`src/rtl/uart_rx_param.sv`:
```
// Parametrised UART receiver: 2-flop input synchroniser, mid-bit sampling,
// configurable data width / parity / stop bits, and a held-valid output
// with parity, framing and overrun flags for a ready/clear consumer.
module uart_rx_param #(
  parameter int CLK_FRQ_HZ = 50000000,
  parameter int BAUD_RATE  = 115200,
  parameter int DATA_BITS  = 8,
  parameter int PARITY     = 0,
  parameter int STOP_BITS  = 1
) (
  input  logic                 clk,
  input  logic                 rst,
  input  logic                 rx,
  input  logic                 rx_clear,
  output logic                 rx_ready,
  output logic [DATA_BITS-1:0] rx_data,
  output logic                 parity_err,
  output logic                 frame_err,
  output logic                 overrun
);

  localparam int CPB  = CLK_FRQ_HZ / BAUD_RATE;
  localparam int HALF = CPB / 2;
  localparam int CW   = $clog2(CPB + 1);

  localparam logic [CW-1:0] CPB_LAST  = CW'(CPB - 1);
  localparam logic [CW-1:0] HALF_LAST = CW'(HALF - 1);
  localparam logic [3:0]    DATA_LAST = 4'(DATA_BITS - 1);
  localparam logic [3:0]    STOP_LAST = 4'(STOP_BITS - 1);

  typedef enum logic [2:0] {
    S_IDLE, S_START, S_DATA, S_PAR, S_STOP, S_DONE, S_BRK
  } state_t;

  state_t               state;
  logic [1:0]           sync_q;
  logic                 rx_s;
  logic [CW-1:0]        cnt;
  logic [3:0]           bit_cnt;
  logic [DATA_BITS-1:0] shreg;
  logic                 perr;
  logic                 ferr;

  assign rx_s = sync_q[1];

  // Two-flop synchroniser; resets to the idle-high line level.
  always_ff @(posedge clk) begin
    if (rst) sync_q <= 2'b11;
    else     sync_q <= {sync_q[0], rx};
  end

  // Receive FSM. cnt restarts at start detection and at every sample, so each
  // sample instant is a fixed offset from the start edge (no drift tracking).
  always_ff @(posedge clk) begin
    if (rst) begin
      state      <= S_IDLE;
      cnt        <= '0;
      bit_cnt    <= '0;
      shreg      <= '0;
      perr       <= 1'b0;
      ferr       <= 1'b0;
      rx_ready   <= 1'b0;
      rx_data    <= '0;
      parity_err <= 1'b0;
      frame_err  <= 1'b0;
      overrun    <= 1'b0;
    end else begin
      // Consumer acknowledge; in DONE the incoming frame takes priority below.
      if (rx_clear && state != S_DONE) begin
        rx_ready   <= 1'b0;
        parity_err <= 1'b0;
        frame_err  <= 1'b0;
        overrun    <= 1'b0;
      end
      cnt <= cnt + CW'(1);
      case (state)
        S_IDLE: begin
          cnt <= '0;
          if (!rx_s) begin
            state   <= S_START;
            bit_cnt <= '0;
          end
        end
        S_START: begin
          if (cnt == HALF_LAST) begin
            cnt   <= '0;
            perr  <= 1'b0;
            ferr  <= 1'b0;
            state <= rx_s ? S_IDLE : S_DATA;
          end
        end
        S_DATA: begin
          if (cnt == CPB_LAST) begin
            cnt     <= '0;
            shreg   <= {rx_s, shreg[DATA_BITS-1:1]};
            bit_cnt <= bit_cnt + 4'd1;
            if (bit_cnt == DATA_LAST) begin
              bit_cnt <= '0;
              state   <= (PARITY != 0) ? S_PAR : S_STOP;
            end
          end
        end
        S_PAR: begin
          if (cnt == CPB_LAST) begin
            cnt   <= '0;
            perr  <= (PARITY == 1) ? ~(^shreg ^ rx_s) : (^shreg ^ rx_s);
            state <= S_STOP;
          end
        end
        S_STOP: begin
          if (cnt == CPB_LAST) begin
            cnt     <= '0;
            bit_cnt <= bit_cnt + 4'd1;
            if (!rx_s) ferr <= 1'b1;
            if (bit_cnt == STOP_LAST) begin
              bit_cnt <= '0;
              state   <= S_DONE;
            end
          end
        end
        S_DONE: begin
          cnt <= '0;
          if (!rx_ready || rx_clear) begin
            rx_data    <= shreg;
            rx_ready   <= 1'b1;
            parity_err <= perr;
            frame_err  <= ferr;
            overrun    <= 1'b0;
          end else begin
            overrun <= 1'b1;
          end
          state <= ferr ? S_BRK : S_IDLE;
        end
        S_BRK: begin
          // Hold off until the line returns high so a break is one frame.
          cnt <= '0;
          if (rx_s) state <= S_IDLE;
        end
        default: state <= S_IDLE;
      endcase
    end
  end

endmodule
```
`config.mk`:
```
export PLATFORM = sky130hd
export DESIGN_NAME = uart_rx_param
export DESIGN_NICKNAME = d
export VERILOG_FILES = /design/src/rtl/uart_rx_param.sv
export SDC_FILE = /design/constraint.sdc
export NUM_CORES = 1
export LEC_CHECK = 0
export ABC_AREA = 1
export BUFFER_PORTS_ARGS = -buffer_cell sky130_fd_sc_hd__clkbuf_2
export CAP_MARGIN = 20
export CORE_ASPECT_RATIO = 1.4
export CORE_UTILIZATION = 25
export CTS_CLUSTER_DIAMETER = 50
export DETAILED_ROUTE_END_ITERATION = 16
export PLACE_DENSITY = 0.5
export SYNTH_ARGS = -nofsm -noshare
export SYNTH_HDL_FRONTEND = slang
export SYNTH_SLANG_ARGS = --single-unit
```
`constraint.sdc`:
```
create_clock -name clk -period 1.5 [get_ports clk]
set_clock_uncertainty 0.15 [all_clocks]
set_input_delay 0.075 -clock clk [delete_from_list [all_inputs] [get_ports clk]]
set_output_delay 0.075 -clock clk [all_outputs]
set_load 0.03 [all_outputs]
```
==> flow_metrics.py <==
metrics = {
    "timing": {
        "worst_slew_pin_slew_ns": 0.421,
        "slew_headroom_pct": 71.8,
        "rsz0062_at_grt": "true",
        "final.hold.worst_slack_ns": -0.0187,
        "tns_ns": -0.460,
        "finalSetupViolCount": 18,
        "final-max-slew-violation-count": 0,
        "finalWorstPathRequiredPeriod_ns": 1.56,
        "max_freq_ghz": 0.640,
        "number_of_endpoints_with_negative_hold_slack_in_the_final_report": 3,
        "final.period_utilization_pct": 104,
        "finalWorstSetupSlack_ns": -0.0616,
    },
    "die": {
        "io_pins": 16,
        "die-width_microns": 79.1,
        "initial_core_util_pct": 25.7,
        "placementRows": 39,
        "die_h_microns": 110,
        "die-area_sq_um": 8690,
        "placeable_core_area_sq_um": 8100,
    },
    "clock_tree": {
        "numCtsBuffers": 5,
        "cts.sink_count": 40,
        "cts_max_level": 2,
        "clock_insertion_delay_worst_skew_ns": 0.29,
        "clockBufferDepth": 2,
        "ctsRootBufferMaster": "clkbuf_16",
        "tritoncts": "built",
        "cts.clk_slew.worst_paths_ns": 0.07,
    },
    "pwr": {
        "seq_power_share_pct": 26.9,
        "power_dens_cells_nw_per_um2": 1470,
        "switching_power_w": 0.00174,
        "clock_power_share_pct": 27.0,
        "max-vdd-ir-drop_mv": 0.633,
        "sw_frac_of_total_pct": 37.3,
        "standby_leakage_power_nw": 1.36,
        "total_power_w": 0.00467,
        "p_comb_share_pct": 46.2,
        "intPower_w": 0.00293,
    },
    "synthesis": {
        "yosysUniqueCellTypes": 31,
        "synth.ff_latch_count": 40,
        "synth-async-reset-ratio_pct": 0,
        "biggest_area_contributors_in_the_synthesized_netlist": "dfxtp_1, nand2_1, inv_1",
        "ys_top_cells_by_count": "nand2_1, dfxtp_1, inv_1",
        "post_synth.cell_area_avg_sq_um": 7.02,
        "yosys_most_used_dff": "dfxtp_1",
        "yosysTopAreaCell": "dfxtp_1",
        "netlist_instances": 296,
        "synth_top_area_share_pct": 38.5,
        "synthMostInstantiatedCell": "nand2_1",
        "synth_edf_count": 0,
        "synth.cell_area_sq_um": 2080,
        "synth.yosys.warnings": 0,
        "ys_seq_area_share_pct": 38.5,
        "postSynthNetCount": 305,
    },
    "global_route": {
        "first_global_vias": 2025,
        "grtUsageTotal_pct": 12.7,
        "globalRouteOverflowTotal": 0,
        "grt-busiest-layer": "met2",
        "groute.layer.met1.usage_pct": 11.9,
        "wire_length_of_the_first_global_routing_pass_microns": 8580,
        "grtUsageMet2_pct": 25.9,
        "antenna_violations_before_repair": 0,
        "grt_start_max_net_pins": 23,
        "grt_use_met3_pct": 2.41,
    },
    "route": {
        "route.antenna.remaining_nets": 0,
        "remaining_drc_errors": 0,
        "drt_pre_antenna_iters": 4,
        "detail_route.vias_per_cell": 4.47,
        "dr_total_vias": 2097,
        "routed_wirelength_microns": 5390,
        "wl_per_cell_microns": 11.5,
        "drt_first_iter_violations": 39,
    },
    "place": {
        "globalplace.congestion": 0.834,
        "placed_cells": 449,
        "place_ws_ns": -0.136,
        "buffer_ports.inserted": 15,
        "place.detailed.hpwl_microns": 3690,
    },
    "setup_path": {
        "worst-endpoint-arrival_ns": 1.59,
        "crit_path_start_kind": "flop",
        "timing.critical_path.to_type": "flop",
        "critPathKind": "reg -> reg",
        "worstPathMaxFanout": 5,
        "worstPathRequired_ns": 1.53,
    },
    "run_status": {
        "run_status": "finished, violations left",
        "violated_checks": "negative hold slack, negative setup slack",
    },
    "final_layout": {
        "finish.cell_count_without_fillers": 469,
        "drive_above_1_share_pct": 41.4,
        "count_of_nets_after_finishing": 375,
        "final.fill_count": 866,
        "area.growth.synth_to_final_pct": 52.9,
        "antenna_cells": 0,
    },
    "min_path": {
        "hold_path_class": "in -> reg",
    },
    "flow_run": {
        "cap_violations": 0,
    },
}
cell type report:
cell class              instances  area, sq um  area share (%)
multi-input cells             209         1350            42.3
flip-flops and latches         40          822            25.9
repair buffers                 67          546            17.2
inverters                      43          164            5.16
well taps                     102          128            4.02
clock buffers                   5          125            3.94
clock inverters                 3         47.5            1.50
cell families after synthesis:
group | after synthesis | synth area share (%)
AO/OA/AOI/OAI | 51 | 14.0
XOR/XNOR | 8 | 3.37
adder cells (fa/ha/maj) | 5 | 3.01
buffers and inverters | 48 | 9.45
flip-flops | 40 | 38.5
AND/OR/NAND/NOR | 144 | 31.7
power by group through the flow:
stage	clock network (W)	logic [W]	registers, W
3_5_place_dp	0	0.00164	0.00125
4_1_cts	0.00129	0.00191	0.00125
5_1_grt	0.00133	0.00235	0.00127
2_1_floorplan	0	0.000934	0.00132
3_3_place_gp	0	0.00166	0.00125
6_report	0.00126	0.00216	0.00126
path summary, 6_finish.rpt:
| path | endpoint | cells past startpoint | start | slack (ns) |
|---|---|---|---|---|
| max reg2reg | state[2] | 10 | cnt[1] | -0.06 |
| max | state[2] | 10 | cnt[1] | -0.06 |
| min reg2reg | sync_q[1] | 1 | sync_q[0] | 0.29 |
| min | parity_err | 2 | rst | -0.02 |
routing by layer:
layer	share of wire, %	wire, microns
met1	39	2110
met2	58	3110
met3	1.8	96
met4	1.4	75
met5	0	0
placed cells by master (no fill, tap or decap), types with 2 or more instances in the layout:
cell type,synthesis,routed
nand2_1,65,53
dfxtp_4,0,2
nor3_1,5,5
inv_1,40,35
dlygate4sd3_1,0,2
buf_12,0,2
dfxtp_2,0,11
nand2_2,5,9
o21ai_1,2,3
o21ai_4,1,3
or2_2,2,2
a21oi_1,26,23
dfxtp_1,40,27
xnor2_1,3,3
clkinv_4,0,2
xor2_1,5,5
nor2_4,3,6
a21oi_2,0,3
ha_4,0,3
ha_1,5,2
nand3_1,16,12
nand3_2,2,5
clkbuf_2,1,15
buf_4,0,42
nand2_4,2,9
nor2_1,36,30
nor2_2,1,4
o21ai_0,17,7
nand4_1,5,5
o21ai_2,2,10
inv_2,2,6
buf_6,2,4
clkbuf_16,0,7
critical path: stages, from the launching register on:
cell and delay [ns]:
dfxtp_2 0.33, inv_4 0.06, buf_4 0.11, ha_4 0.12, nand3_4 0.07, o21ai_4 0.21, nand2_8 0.10, nor2_4 0.14
nand2_1 0.07, nand2_1 0.05, nor2_1 0.04
sequential cells by signal, summed over array words and instances, names as in the netlist, 2 cells and up:
signal,count
cnt,9
state,3
shreg,8
rx_data,8
bit_cnt,4
sync_q,2
through the flow:
| step | util [%] | area [sq um] |
|---|---|---|
| after floorplan | - | 2090 |
| after global placement | 32.0 | 2590 |
| after detailed placement | 32.0 | 2590 |
| after CTS | 36.3 | 2940 |
| after global routing | 39.2 | 3180 |
| final | 39.2 | 3180 |
what timing repair did:
item | 4_1_cts | 5_1_grt
cloned | 1 | 2
setup endpoints to repair | 26 | 35
hold buffers | 2 | 0
pin swaps | 14 | 16
endpoints found under the hold margin | 4 | 0
gates resized for setup | 36 | 53
setup buffers | 3 | 5
Power figures use the tool's default switching activity.
